==> config.mk <==
export PLATFORM = sky130hd
export DESIGN_NAME = binary_to_gray_flat
export DESIGN_NICKNAME = d
export VERILOG_FILES = /design/src/rtl/binary_to_gray_if.sv /design/src/rtl/binary_to_gray.sv /design/src/flat_wrapper.sv
export SDC_FILE = /design/constraint.sdc
export NUM_CORES = 1
export LEC_CHECK = 0
export CAP_MARGIN = 5
export CELL_PAD_IN_SITES_DETAIL_PLACEMENT = 1
export CELL_PAD_IN_SITES_GLOBAL_PLACEMENT = 1
export CORE_AREA = 2 2 39 41
export DETAILED_ROUTE_END_ITERATION = 8
export DIE_AREA = 0 0 41 43
export PLACE_DENSITY_LB_ADDON = 0.1
export SYNTH_ARGS = -nofsm -noshare
export SYNTH_HDL_FRONTEND = slang
export SYNTH_SLANG_ARGS = --single-unit
==> constraint.sdc <==
create_clock -name clk -period 1.7 [get_ports clk]
set_input_delay 0.51 -clock clk [delete_from_list [all_inputs] [get_ports clk]]
set_output_delay 0.51 -clock clk [all_outputs]
set_load 0.1 [all_outputs]
==> src/rtl/binary_to_gray_if.sv <==
// Bundle of the converter's qualified inputs and registered results.
// The master drives in_valid/binary/gray_in; the slave (converter) drives the outputs.
interface binary_to_gray_if #(
  parameter int unsigned WIDTH = 3
);
  logic             in_valid;
  logic [WIDTH-1:0] binary;
  logic [WIDTH-1:0] gray_in;
  logic [WIDTH-1:0] gray;
  logic [WIDTH-1:0] bin_out;
  logic             out_valid;
  logic             adj_err;

  modport master (
    output in_valid, binary, gray_in,
    input  gray, bin_out, out_valid, adj_err
  );

  modport slave (
    input  in_valid, binary, gray_in,
    output gray, bin_out, out_valid, adj_err
  );
endinterface

==> src/rtl/binary_to_gray.sv <==
// Registered binary->Gray encoder and parallel Gray->binary decoder, 1-cycle latency.
// Optional Gray-adjacency checker on the encoded stream is enabled by defining GRAY_CHECK_EN.
module binary_to_gray #(
  parameter int unsigned WIDTH = 3
) (
  input logic             clk,
  input logic             rst,
  binary_to_gray_if.slave bus
);

  logic [WIDTH-1:0] gray_d, gray_q;
  logic [WIDTH-1:0] bin_d, bin_q;
  logic             valid_d, valid_q;
  logic             adj_d, adj_q;
  logic [WIDTH-1:0] gray_enc;
  logic [WIDTH-1:0] bin_dec;

  always_comb begin
    gray_enc = bus.binary ^ (bus.binary >> 1);
    bin_dec  = '0;
    // Bit i of the decoded word is the XOR of all Gray bits from i up to the MSB.
    for (int unsigned i = 0; i < WIDTH; i++) begin
      bin_dec[i] = ^(bus.gray_in >> i);
    end
  end

  always_comb begin
    gray_d  = gray_q;
    bin_d   = bin_q;
    valid_d = bus.in_valid;
    if (bus.in_valid) begin
      gray_d = gray_enc;
      bin_d  = bin_dec;
    end
  end

`ifdef GRAY_CHECK_EN
  logic have_prev_d, have_prev_q;

  // gray_q always holds the last accepted encoding, so it doubles as the history word.
  always_comb begin
    have_prev_d = have_prev_q | bus.in_valid;
    adj_d       = bus.in_valid & have_prev_q & ~$onehot(gray_enc ^ gray_q);
  end

  always_ff @(posedge clk) begin
    if (rst) begin
      have_prev_q <= 1'b0;
    end else begin
      have_prev_q <= have_prev_d;
    end
  end
`else
  always_comb begin
    adj_d = 1'b0;
  end
`endif

  always_ff @(posedge clk) begin
    if (rst) begin
      gray_q  <= '0;
      bin_q   <= '0;
      valid_q <= 1'b0;
      adj_q   <= 1'b0;
    end else begin
      gray_q  <= gray_d;
      bin_q   <= bin_d;
      valid_q <= valid_d;
      adj_q   <= adj_d;
    end
  end

  assign bus.gray      = gray_q;
  assign bus.bin_out   = bin_q;
  assign bus.out_valid = valid_q;
  assign bus.adj_err   = adj_q;

endmodule

==> src/flat_wrapper.sv <==
// flat-port wrapper written by rule: the top's interface ports become plain ports
module binary_to_gray_flat 
#(
  parameter int unsigned WIDTH = 3
)
  (clk, rst, bus_in_valid, bus_binary, bus_gray_in, bus_gray, bus_bin_out, bus_out_valid, bus_adj_err);
  binary_to_gray_if #(.WIDTH(WIDTH)) bus_i ();
  input logic clk;
  input logic rst;
  input wire logic [$bits(bus_i.in_valid)-1:0] bus_in_valid;
  input wire logic [$bits(bus_i.binary)-1:0] bus_binary;
  input wire logic [$bits(bus_i.gray_in)-1:0] bus_gray_in;
  output wire logic [$bits(bus_i.gray)-1:0] bus_gray;
  output wire logic [$bits(bus_i.bin_out)-1:0] bus_bin_out;
  output wire logic [$bits(bus_i.out_valid)-1:0] bus_out_valid;
  output wire logic [$bits(bus_i.adj_err)-1:0] bus_adj_err;
  assign bus_i.in_valid = bus_in_valid;
  assign bus_i.binary = bus_binary;
  assign bus_i.gray_in = bus_gray_in;
  assign bus_gray = bus_i.gray;
  assign bus_bin_out = bus_i.bin_out;
  assign bus_out_valid = bus_i.out_valid;
  assign bus_adj_err = bus_i.adj_err;
  binary_to_gray #(.WIDTH(WIDTH)) u_core (.clk(clk), .rst(rst), .bus(bus_i));
endmodule
Word level (Yosys, flattened, before mapping)
Cells that the tools add are included.
{"block": "totals", "regBits": 7, "output_inout_bits": 8}
{"block": "op_classes", "bitwise_logic": 1, "n_reduce_logical": 3}
{"operator": "parity 3 bit", "n": 3}
{"operator": "bitwise XOR 3 x 2 -> 3 bit", "n": 1}

Longest topological paths before layout
{"block": "logic_depth", "ltp_word": 1, "depth_mapped": 3, "depth_no_buf": 3}

Least setup slack after synthesis
OpenSTA, ideal clock, no wires.
{"block": "synth_timing", "kind": "reg2out", "startpoint": "register u_core.gray_q[0] (netlist: u_core.bus.gray[0])", "endpoint": "output port bus_gray[0]", "arrival_time_ns": 0.925, "setup_slack_ns": 0.265, "path_stages_with_launch": 1, "path_buffers": 0, "path_cell_list": "dfxtp_1"}
{"element": "start, declared", "line": "binary_to_gray.sv:11", "text": "logic [WIDTH-1:0] gray_d, gray_q;"}
{"element": "start signal, assigned", "line": "binary_to_gray.sv:66", "text": "gray_q <= gray_d;"}
{"element": "end, declared", "line": "flat_wrapper.sv:13", "text": "output wire logic [$bits(bus_i.gray)-1:0] bus_gray;"}
No word-level cell between the ends.

Worst setup path after layout
{"block": "layout_timing", "startpoint": "input port bus_gray_in[2]", "endpoint": "register u_core.bin_q[0] (netlist: u_core.bus.bin_out[0])"}
{"block": "layout_via", "elab_chain_cells": 1}
{"element": "start, declared", "line": "flat_wrapper.sv:12", "text": "input wire logic [$bits(bus_i.gray_in)-1:0] bus_gray_in;"}
{"element": "parity 3 bit", "line": "binary_to_gray.sv:23", "text": "bin_dec[i] = ^(bus.gray_in >> i);"}
{"element": "end signal, assigned", "line": "binary_to_gray.sv:67", "text": "bin_q <= bin_d;"}
{"element": "end, declared", "line": "binary_to_gray.sv:12", "text": "logic [WIDTH-1:0] bin_d, bin_q;"}
Every way passes these cells.
A chain may end at the register's enable or synchronous reset.

==> impl_metrics.csv <==
group,metric,value,unit
timing,worst_slack,0.161,ns
synthesis,syn_nets,38,
grt,grt_pass1_wl,1.21,mm
timing,period_minus_slack,1.54,ns
synthesis,muxShareOfSynthArea,6.96,%
synthesis,synth_compound_area_share,10.9,%
worst_setup_path,critPathRequiredTime,1.86,ns
pwr,peakVddDrop,0.000386,V
synthesis,async_flop_share,0,%
grt,grt_max_degree,12,
job,drv_cap,0,
finish,drive_above_1_share,27.1,%
synthesis,ys_warn_count,0,
clock_network,cts_sinks,7,
synthesis,ys_types,13,
floorplanning,die_height,43,um
grt,grt_pass1_vias,284,
worst_setup_path,critPathKind,"in -> reg",
synthesis,synth_edf_count,0,
pwr,switching_share,37.1,%
clock_network,insertion_delay,0.26,ns
pwr,intPower,0.345,mW
synthesis,synth_top_family_by_area,"simple AND/OR/NAND/NOR gates",
detailed_routing,via_per_inst,4.16,
clock_network,clk_pin_slew,0.06,ns
finish,final_cells,64,
finish,diodes,0,
finish,fin_nets,58,
floorplanning,die_area,0.00176,mm^2
detailed_routing,first_pass_iters,2,
placement,portBuffers,15,
clock_network,cts_setup_buffers,0,
synthesis,synth_cells,29,
placement,hpwlAfterDp,595,um
status,status,"finished, final reports clean",
clock_network,cts_hold_buf,0,
synthesis,syn_area_per_cell,9.92,um^2
synthesis,yosysTopAreaCell,"dfxtp_1",
pwr,p_seq_share,34.2,%
synthesis,synth-xor-area-share,9.13,%
floorplanning,fp.dieW,41,um
timing,grt_setup_unrepaired,"no",
pwr,power.density,984,mW/mm^2
timing,fmax,650,MHz
worst_setup_path,crit_fanout,2,
detailed_routing,ant_nets,0,
clock_network,numCtsBuffers,3,
detailed_routing,route.detailed.drc,0,
timing,fin_skew,0,ns
clock_network,postCtsResizedCells,0,
grt,gr-usage-all-layers,11.5,%
floorplanning,ios,17,
min_path,hp-class,"reg -> reg",
timing,hold_viol,0,
pwr,p_switching,0.204,mW
grt,overflow,0,
synthesis,yosys-top-cells-area,"dfxtp_1 (49%), xnor2_1 (9.1%), a211oi_1 (7.8%), mux2i_1 (7.0%), nor2_1 (6.5%)",
synthesis,synth_ff_type,"dfxtp_1",
clock_network,htree_num_levels,1,
synthesis,synth_top_area_share,48.7,%
finish,syn2layout_area_growth,93.9,%
synthesis,synth.most_common_cell,"dfxtp_1",
timing,setup_violations,0,
worst_setup_path,worstSetupStartpointType,"input pin",
synthesis,synth.top_cells.by_count,"dfxtp_1 (7), nor2_1 (5), a211oi_1 (3), xnor2_1 (3)",
detailed_routing,drt_first_iter_violations,3,
placement,post-place-ws,-0.0763,ns
worst_setup_path,cp.arrival,1.70,ns
synthesis,ys_seq_area_share,48.7,%
timing,slew_violations,0,
clock_network,cts_tree,"yes",
timing,setup_tns,0,ns
synthesis,synth_seq_cells,7,
grt,grt_antenna_before_repair,0,
synthesis,synth_fa_ha_area_share,0,%
pwr,p_leak,0.223,nW
floorplanning,start_util,20.8,%
pwr,pwr-share-comb,36.6,%
floorplanning,rows,14,
clock_network,clk_path_buf_depth,2,
worst_setup_path,critPathCaptureType,"flip-flop",
placement,place_inst,60,
clock_network,cts-root-buf,"clkbuf_4",
timing,fin_crit_sh,90.5,%
floorplanning,core,0.00138,mm^2
detailed_routing,vias,266,
synthesis,netlist_area,288,um^2
placement,gp_congestion,0.662,
detailed_routing,drt-wirelength-per-cell,12.4,um
pwr,total_power,0.549,mW
detailed_routing,wirelength,793,um
synthesis,synthSimpleGateAreaFrac,15.2,%
pwr,clockPowerShare,29.2,%
-- area by class of cell --
cell class / instances / area [um^2]
multi-input cells: 18 / 125
clock buffers: 4 / 26.3
fillers: 152 / 826
well taps: 16 / 20.0
repair buffers: 18 / 243
flip-flops and latches: 7 / 140
inverters: 1 / 3.75
-- power by group through the flow --
stage,logic (mW),clock network (mW),registers [mW]
after detailed placement,0.201,0,0.192
final,0.201,0.160,0.188
after CTS,0.202,0.172,0.188
after global placement,0.198,0,0.191
after floorplan,0.0385,0,0.270
after global routing,0.207,0.182,0.189
-- cells by family (layout without fill, tap and decap cells) --
family | count (synthesis) | after routing
and+or+nand+nor | 8 | 8
DFF | 7 | 7
AOI/OAI and AO/OA | 4 | 4
buffers and inverters | 4 | 23
xor gates and xnor gates | 3 | 3
muxes | 2 | 2
other | 1 | 1
-- stage by stage --
step	util, %	instance area [um^2]	hold WS [ns]
after CTS	40.3	558	0.538
after global placement	38.4	532	0.508
final	40.3	558	0.531
after floorplan	-	288	0.651
after detailed placement	38.4	532	0.531
after global routing	40.3	558	0.547
-- critical path, cell delays in order --
cell and delay [ns]:
clkdlybuf4s50_1 0.44, xnor2_1 0.16, or4b_1 0.48, o311ai_1 0.11
-- path summary, 6_finish.rpt --
check	start	endpoint	slack [ns]	depth (start not counted)
setup reg to reg	u_core.bus.bin_out[0]	u_core.bus.bin_out[0]	0.90	2
hold reg to reg	u_core.bus.gray[0]	u_core.bus.gray[0]	0.53	2
setup / recovery	bus_gray_in[2]	u_core.bus.bin_out[0]	0.16	4
hold / removal	u_core.bus.gray[0]	u_core.bus.gray[0]	0.53	2
-- layout by cell type, fill, tap and decap left out, types with 2 or more instances in the layout --
cell and instances:
clkdlybuf4s50_1 8, buf_12 7, dfxtp_1 7, nor2_1 5, xnor2_1 3, a211oi_1 3, clkbuf_4 3, buf_4 3
mux2i_1 2
-- per-layer routing --
metal / wire [um] / up-vias / track usage [%]
li1: - / 134 / -
met1: 279 / 123 / 11.3
met2: 461 / 7 / 16.3
met3: 42 / 2 / 3.14
met4: 10 / 0 / 14.0
met5: 0 / - / 0
-- flip-flops by register name, indices dropped and copies added, names as in the netlist --
register and flops:
u_core.bus.gray 3, u_core.bus.out_valid 1, u_core.bus.bin_out 3
Power figures use the tool's default switching activity.
